--- config.mk ---
export PLATFORM = sky130hd
export DESIGN_NAME = shift_wb_stage
export DESIGN_NICKNAME = d
export VERILOG_FILES = /design/src/rtl/shift_wb_stage.sv
export SDC_FILE = /design/constraint.sdc
export NUM_CORES = 1
export LEC_CHECK = 0
export CAP_MARGIN = 10
export CORE_UTILIZATION = 46
export CTS_CLUSTER_SIZE = 25
export DETAILED_ROUTE_END_ITERATION = 16
export MAX_ROUTING_LAYER = met4
export PLACE_DENSITY = 0.79
export SLEW_MARGIN = 15
export SYNTH_ARGS = -nofsm -noshare
export SYNTH_HDL_FRONTEND = slang
export SYNTH_SLANG_ARGS = --single-unit
--- constraint.sdc ---
create_clock -name clk -period 2.6 [get_ports clk]
set_input_delay 0.26 -clock clk [delete_from_list [all_inputs] [get_ports clk]]
set_output_delay 0.26 -clock clk [all_outputs]
set_load 0.01 [all_outputs]
--- src/rtl/shift_wb_stage.sv ---
// shift_wb_stage
//   Registered writeback stage behind the barrel shifter. Accepts shifter
//   results through a valid/ready handshake into a 2-entry FIFO, drains them
//   toward the register-file write port, and keeps the NZCV status register.
//   in_ready is a function of the occupancy register only. That breaks the
//   combinational path from register-file backpressure back into the shifter.
//
// Ports
//   clk, rst                  clock, asynchronous active-high reset
//   in_valid/in_ready         shifter result handshake
//   in_y, in_dest             result data and destination register index
//   in_negative/zero/cout/overflow, in_set_flags
//                             shifter flags and the flag-update enable
//   out_valid/out_ready       register-file handshake on the head entry
//   out_data, out_dest        head entry contents (don't-care when empty)
//   flags                     status register {N,Z,C,V}
//   flag_clr                  synchronous clear of flags
//
// Build option
//   STICKY_OVERFLOW_EN        when defined, V accumulates (OR) across updates
//                             and only flag_clr or reset clears it.
module shift_wb_stage #(
  parameter int WIDTH  = 16,
  parameter int DEST_W = 4
) (
  input  logic              clk,
  input  logic              rst,
  input  logic              in_valid,
  output logic              in_ready,
  input  logic [WIDTH-1:0]  in_y,
  input  logic              in_negative,
  input  logic              in_zero,
  input  logic              in_cout,
  input  logic              in_overflow,
  input  logic [DEST_W-1:0] in_dest,
  input  logic              in_set_flags,
  output logic              out_valid,
  input  logic              out_ready,
  output logic [WIDTH-1:0]  out_data,
  output logic [DEST_W-1:0] out_dest,
  output logic [3:0]        flags,
  input  logic              flag_clr
);

  typedef struct packed {
    logic [WIDTH-1:0]  data;
    logic [DEST_W-1:0] dest;
  } wb_entry_t;

  wb_entry_t  mem [2];
  logic [1:0] count;
  logic       wr_ptr, rd_ptr;
  logic       push, pop;
  logic [3:0] flags_nxt;

  assign in_ready  = (count != 2'd2);
  assign out_valid = (count != 2'd0);
  assign push      = in_valid & in_ready;
  assign pop       = out_valid & out_ready;

  assign out_data  = mem[rd_ptr].data;
  assign out_dest  = mem[rd_ptr].dest;

  // Storage carries no reset: the contents are only visible when count != 0.
  always_ff @(posedge clk) begin
    if (push) mem[wr_ptr] <= '{data: in_y, dest: in_dest};
  end

  // The clear is applied first and the update second, so an update wins
  // over a clear in the same cycle. With sticky V, the OR term reads the
  // cleared value, so clear+update yields V = in_overflow.
  always_comb begin
    flags_nxt = flag_clr ? 4'b0000 : flags;
    if (push && in_set_flags) begin
      flags_nxt[3:1] = {in_negative, in_zero, in_cout};
`ifdef STICKY_OVERFLOW_EN
      flags_nxt[0]   = flags_nxt[0] | in_overflow;
`else
      flags_nxt[0]   = in_overflow;
`endif
    end
  end

  always_ff @(posedge clk or posedge rst) begin
    if (rst) begin
      count  <= 2'd0;
      wr_ptr <= 1'b0;
      rd_ptr <= 1'b0;
      flags  <= 4'b0000;
    end else begin
      flags <= flags_nxt;
      if (push) wr_ptr <= ~wr_ptr;
      if (pop)  rd_ptr <= ~rd_ptr;
      case ({push, pop})
        2'b10:   count <= count + 2'd1;
        2'b01:   count <= count - 2'd1;
        default: count <= count;
      endcase
    end
  end

endmodule
==> out/metrics.csv, run 1 <==
stage;metric;value;unit
synth;synth_top_area_share;64.95;%
drt;drc;0;
timing;rsz0062_at_grt;false;
critical_path;r2r_slack;0.92;ns
cts;htree_levels;2;
global_route;antenna_found_initial;0;
layout;diodes;0;
cts;path_clk_slew;0.08;ns
timing;timing.slew.headroom;68.38;%
cts;clock_path_buffers;2;
layout;fillerInstances;244;
layout;finalNetCount;186;
layout;layout-drive-gt1-share;23.08;%
synth;ys_ff_latch;48;
synth;post-synth-top-count-cell;edfxtp_1;
synth;ys_types;18;
critical_path;crit_family;buffers and inverters;
synth;synthesis.area;1849;um^2
global_route;grt_pass1_wl;4629;um
critical_path;cp_max_fo;12;
drt;ant_nets;0;
cts;postCtsResizedCells;0;
timing;fmaxAchievable;0.4344;GHz
timing;setup_violations;0;
drt;top_layer_used;met4;
timing;clock_skew;0.006177;ns
synth;synthFlopType;edfxtp_1;
critical_path;r2r_cells;4;
critical_path;crit_path_end;out_data[15];
drt;wirelength;2922;um
die;placementRows;22;
global_route;grt_pass1_vias;973;
timing;setup-tns-final;0;ns
die;coreArea;3771;um^2
critical_path;path_buf_inv;2;
critical_path;crit_slowest_cell;dfrtp_1;
global_route;grt_max_degree;21;
critical_path;end_kind;output port;
cts;cts.sinks;48;
die;fp.dieW;65.41;um
synth;async_reset_ff_share;16.67;%
drt;dr_wl_met3;166;um
cts;hold_buffers;0;
place;gp_congestion;0.6725;
synth;synth_fp_nets;125;
cts;cts_buffers;5;
cts;cts_root_buf;clkbuf_8;
drt;m1WireLength;1323;um
timing;final_max_slew_viol_count;0;
die;die_h;65.41;um
critical_path;cp-start-kind;register;
critical_path;cpPeakStageDelay;0.61;ns
drt;num_vias;977;
die;initial_core_util;49.04;%
drt;wl_per_cell;14.32;um
drt;dr.pass1.iters;4;
synth;synth_area_leaders;edfxtp_1 65%, mux2_2 12%, dfrtp_1 11%;
place;dp_hpwl;2069;um
drt;via_per_inst;4.789;
die;io_pins;56;
cts;post_cts.repair.setup_buffers;0;
layout;register_area;1401;um^2
critical_path;path_depth;3;
pwr;worst_ir_drop_vdd;0.6592;mV
critical_path;cp.arrival;2.04;ns
critical_path;critical_path.cell_chain;buf_4, mux2_2, clkdlybuf4s50_1;
pwr;powerDensity;977.0;nW/um^2
place;postPlaceCellArea;2456;um^2
place;portBuffers;55;
pwr;leakage;0.9109;nW
job;cap_violations;0;
critical_path;rr_endpoint;mem[0][0];
critical_path;reg2reg_from;count[0];
cts;clkLatencyLatePin;0.29;ns
hold_path;min_path_type;in -> async;
timing;timing.final.crit_share;88.53;%
synth;syn_area_per_cell;19.67;um^2
synth;synthTopCellsByCount;40 x edfxtp_1, 20 x mux2_2, 8 x dfrtp_1;
critical_path;criticalPathCategory;reg -> out;
layout;syn_to_final_growth;37.21;%
layout;finalInstanceArea;2537;um^2
synth;yosys_warnings;0;
outcome;outcome;complete, no violations;
drt;wl_met2;1395;um
synth;synth_area_leader_cell;edfxtp_1;
timing;hold_viol_final;0;
synth;synth-edff-count;40;
global_route;grt_overflow;0;
global_route;gr-usage-all-layers;16.04;%
timing;hold_ws;0.2080;ns
synth;synth_seq_area_share;75.78;%
layout;multi_input_area;425.4;um^2
cts;cts_tree;yes;
critical_path;critPathRequiredTime;2.34;ns
drt;drt_iter0_drc;10;
critical_path;critPathLaunch;rd_ptr;
synth;synthCells;94;
die;die_area;4278;um^2
timing;min_period;2.302;ns
timing;worstMarginPinSlew;0.4743;ns
-- worst register-to-register path: stages (launching register included) --
cell      delay (ns)
dfrtp_1         0.41
nand2b_4        0.16
nand2_1         0.11
nor2_2          0.40
buf_4           0.30
-- area by class of cell --
type | instances | area share, %
clock buffer | 7 | 3.008
multi-input combinational | 42 | 16.77
inverter | 1 | 0.1479
timing repair buffer | 57 | 22.29
sequential | 48 | 55.23
tap | 48 | 2.367
clock inverter | 1 | 0.1972
-- metrics by stage --
stage	setup WS (ns)	util [%]	instances	total power, mW
floorplan	0.6869	-	94	1.639
global placement	0.6602	65.13	196	2.072
detailed placement	0.6207	65.13	196	2.094
CTS	0.2851	67.29	204	2.504
global route	0.2015	67.29	204	2.611
finish	0.2982	67.29	204	2.479
-- placed cells by master, fill, tap and decap left out, types with 2 or more instances in the layout --
master           synthesis  layout
clkdlybuf4s50_1          0      55
edfxtp_1                40      40
mux2_2                  20      20
dfrtp_1                  8       8
clkbuf_8                 0       5
nor2b_1                  4       4
mux2_4                   4       4
xnor2_1                  3       3
xor2_1                   2       2
clkbuf_1                 0       2
buf_4                    0       2
-- where the power goes --
| group | leakage, nW | switching [mW] | total (mW) | internal (mW) |
|---|---|---|---|---|
| clock network | 0.0422 | 0.219 | 0.407 | 0.189 |
| logic | 0.397 | 0.373 | 0.935 | 0.562 |
| registers | 0.471 | 0.0902 | 1.14 | 1.05 |
-- how the worst min path moves through the flow --
stage | start | to | slack (ns) | depth (start not counted)
2_1_floorplan | rst | count[0] | 0.08 | 1
3_3_place_gp | wr_ptr | wr_ptr | 0.50 | 1
3_5_place_dp | wr_ptr | wr_ptr | 0.51 | 1
4_1_cts | rst | count[1] | 0.22 | 2
5_1_grt | rst | count[1] | 0.25 | 2
6_report | rst | count[1] | 0.21 | 2
-- cell families after synthesis --
family / share of synthesized area (%)
flops: 75.78
buf+inv: 1.353
xor+xnor: 2.368
simple gates: 4.398
mux: 15.43
fa+ha+maj: 0.6765
-- layer usage --
layer | track usage (%) | vias to the layer above
met5 | - | -
met4 | 6.250 | 0
met3 | 6.424 | 5
met2 | 23.32 | 35
met1 | 20.17 | 467
li1 | - | 470
-- state kept, by name (all words and copies together) (netlist names) --
| register | flops |
|---|---|
| wr_ptr | 1 |
| rd_ptr | 1 |
| flags | 4 |
| count | 2 |
| mem | 40 |
(Power assumes the default switching activity.)
==> run 2, diff against run 1 <==
HOLD_SLACK_MARGIN = 0.06   (was unset)
==> results of run 2 <==
No change in the layout: final DEF, timing and power equal those of run 1.
==> run 3, diff against run 2 <==
CORE_MARGIN = 3   (was unset)
==> out/metrics.csv, run 3 (synthesized netlist as in run 1, its figures left out) <==
stage;metric;value;unit
outcome;outcome;complete, no violations;
critical_path;criticalPathCategory;reg -> out;
layout;register_area;1401;um^2
timing;timing.slew.headroom;66.92;%
pwr;clock_power_share;19.7;%
timing;rsz0062_at_grt;false;
pwr;seqPwrFrac;43.6;%
cts;cts_buffers;5;
critical_path;r2r_slack;1.01;ns
pwr;totalPowerFinal;2.584;mW
pwr;comb_power_share;36.7;%
cts;clkLatencyLatePin;0.29;ns
layout;final_cell_mix;55 x clkdlybuf4s50_1, 40 x edfxtp_1, 20 x mux2_2;
pwr;switching_share;26.75;%
critical_path;r2r_cells;5;
pwr;leakage;0.9239;nW
die;placementRows;22;
drt;drt_iter0_drc;67;
global_route;grt_max_degree;21;
layout;finalNetCount;186;
cts;cts_tree;yes;
die;coreArea;3771;um^2
drt;num_vias;1001;
drt;dr.pass1.iters;5;
cts;postCtsResizedCells;0;
timing;setup-tns-final;0;ns
cts;cts.sinks;48;
timing;fmaxAchievable;0.4560;GHz
place;gp_congestion;0.6813;
timing;final_max_slew_viol_count;0;
critical_path;critPathRequiredTime;2.34;ns
timing;setup_violations;0;
layout;largest_register_ffs;40;
timing;hold_viol_final;0;
layout;layout-drive-gt1-share;23.72;%
drt;wl_per_cell;15.86;um
pwr;p_switching;0.6912;mW
cts;cts_root_buf;clkbuf_8;
global_route;antenna_found_initial;0;
drt;ant_nets;0;
critical_path;reg2reg_from;count[0];
drt;wirelength;3236;um
pwr;powerDensity;1008;nW/um^2
timing;timing.final.crit_share;84.34;%
layout;multi_input_area;425.4;um^2
timing;clock_skew;0.004540;ns
pwr;internal_power;1.893;mW
layout;reg_top3;mem x40, flags x4, count x2;
layout;regMostFlops;mem;
timing;hold_ws;0.2170;ns
die;initial_core_util;49.04;%
global_route;grt_overflow;0;
place;portBuffers;55;
die;fp.dieW;69.41;um
critical_path;end_kind;output port;
hold_path;min_path_type;in -> async;
job;cap_violations;0;
die;io_pins;56;
global_route;grt_pass1_wl;5368;um
critical_path;critPathLaunch;rd_ptr;
critical_path;cp.arrival;1.93;ns
timing;worstMarginPinSlew;0.4961;ns
layout;fillerInstances;243;
die;die_area;4817;um^2
pwr;worst_ir_drop_vdd;0.7392;mV
timing;min_period;2.193;ns
die;die_h;69.41;um
layout;final_common_cell;clkdlybuf4s50_1;
global_route;gr-usage-all-layers;14.94;%
cts;clock_path_buffers;2;
layout;finalInstanceArea;2564;um^2
critical_path;cp_max_fo;15;
critical_path;rr_endpoint;count[1];
cts;post_cts.repair.setup_buffers;0;
cts;htree_levels;2;
critical_path;cp-start-kind;register;
global_route;grt_pass1_vias;1091;
cts;hold_buffers;0;
drt;drc;0;
drt;via_per_inst;4.907;
layout;diodes;0;
layout;syn_to_final_growth;38.63;%
place;postPlaceCellArea;2456;um^2
cts;path_clk_slew;0.08;ns
-- run 3: changes by cell type in the layout (fill, tap and decap cells not counted), sizes merged --
cell	previous run	this run
bufinv	0	1
clkbuf	7	6
-- run 3: power groups by stage --
stage	logic, mW	clock network, mW	registers, mW
4_1_cts	0.966	0.527	1.13
6_report	0.948	0.509	1.13
3_5_place_dp	0.960	0	1.15
2_1_floorplan	0.520	0	1.12
3_3_place_gp	0.946	0	1.14
5_1_grt	1.02	0.551	1.15
-- run 3: final cells by class --
class                      count  area share [%]
multi-input combinational     42           16.59
inverter                       1          0.1464
tap                           48           2.343
clock inverter                 2           1.367
clock buffer                   6           2.831
sequential                    48           54.66
timing repair buffer          57           22.06
-- run 3: worst max-delay path, stage by stage, from the launching register on --
cell	delay, ns
dfrtp_1	0.50
buf_4	0.29
mux2_2	0.36
clkdlybuf4s50_1	0.49
-- run 3: worst max path at each step --
stage	slack (ns)	cells past startpoint	to
after floorplan	0.69	3	mem[0][0]
after global placement	0.74	3	out_dest[1]
after detailed placement	0.69	3	out_data[14]
after CTS	0.36	3	out_data[14]
after global routing	0.32	3	out_data[14]
final	0.41	3	out_data[14]
-- run 3: through the flow --
stage | worst slack, ns | cells | util (%)
4_1_cts | 0.3622 | 204 | 67.98
6_report | 0.4072 | 204 | 67.98
5_1_grt | 0.3188 | 204 | 67.98
3_5_place_dp | 0.6924 | 196 | 65.13
3_3_place_gp | 0.7365 | 196 | 65.13
2_1_floorplan | 0.6869 | 94 | -
-- run 3: layer usage --
layer	part of all wire (%)	global-route usage [%]	up-vias	wire length [um]
met5	0	-	-	0
met4	2.5	7.592	0	80
met3	4.7	3.913	8	151
met2	51	23.73	35	1659
met1	42	17.56	487	1345
li1	-	-	471	-
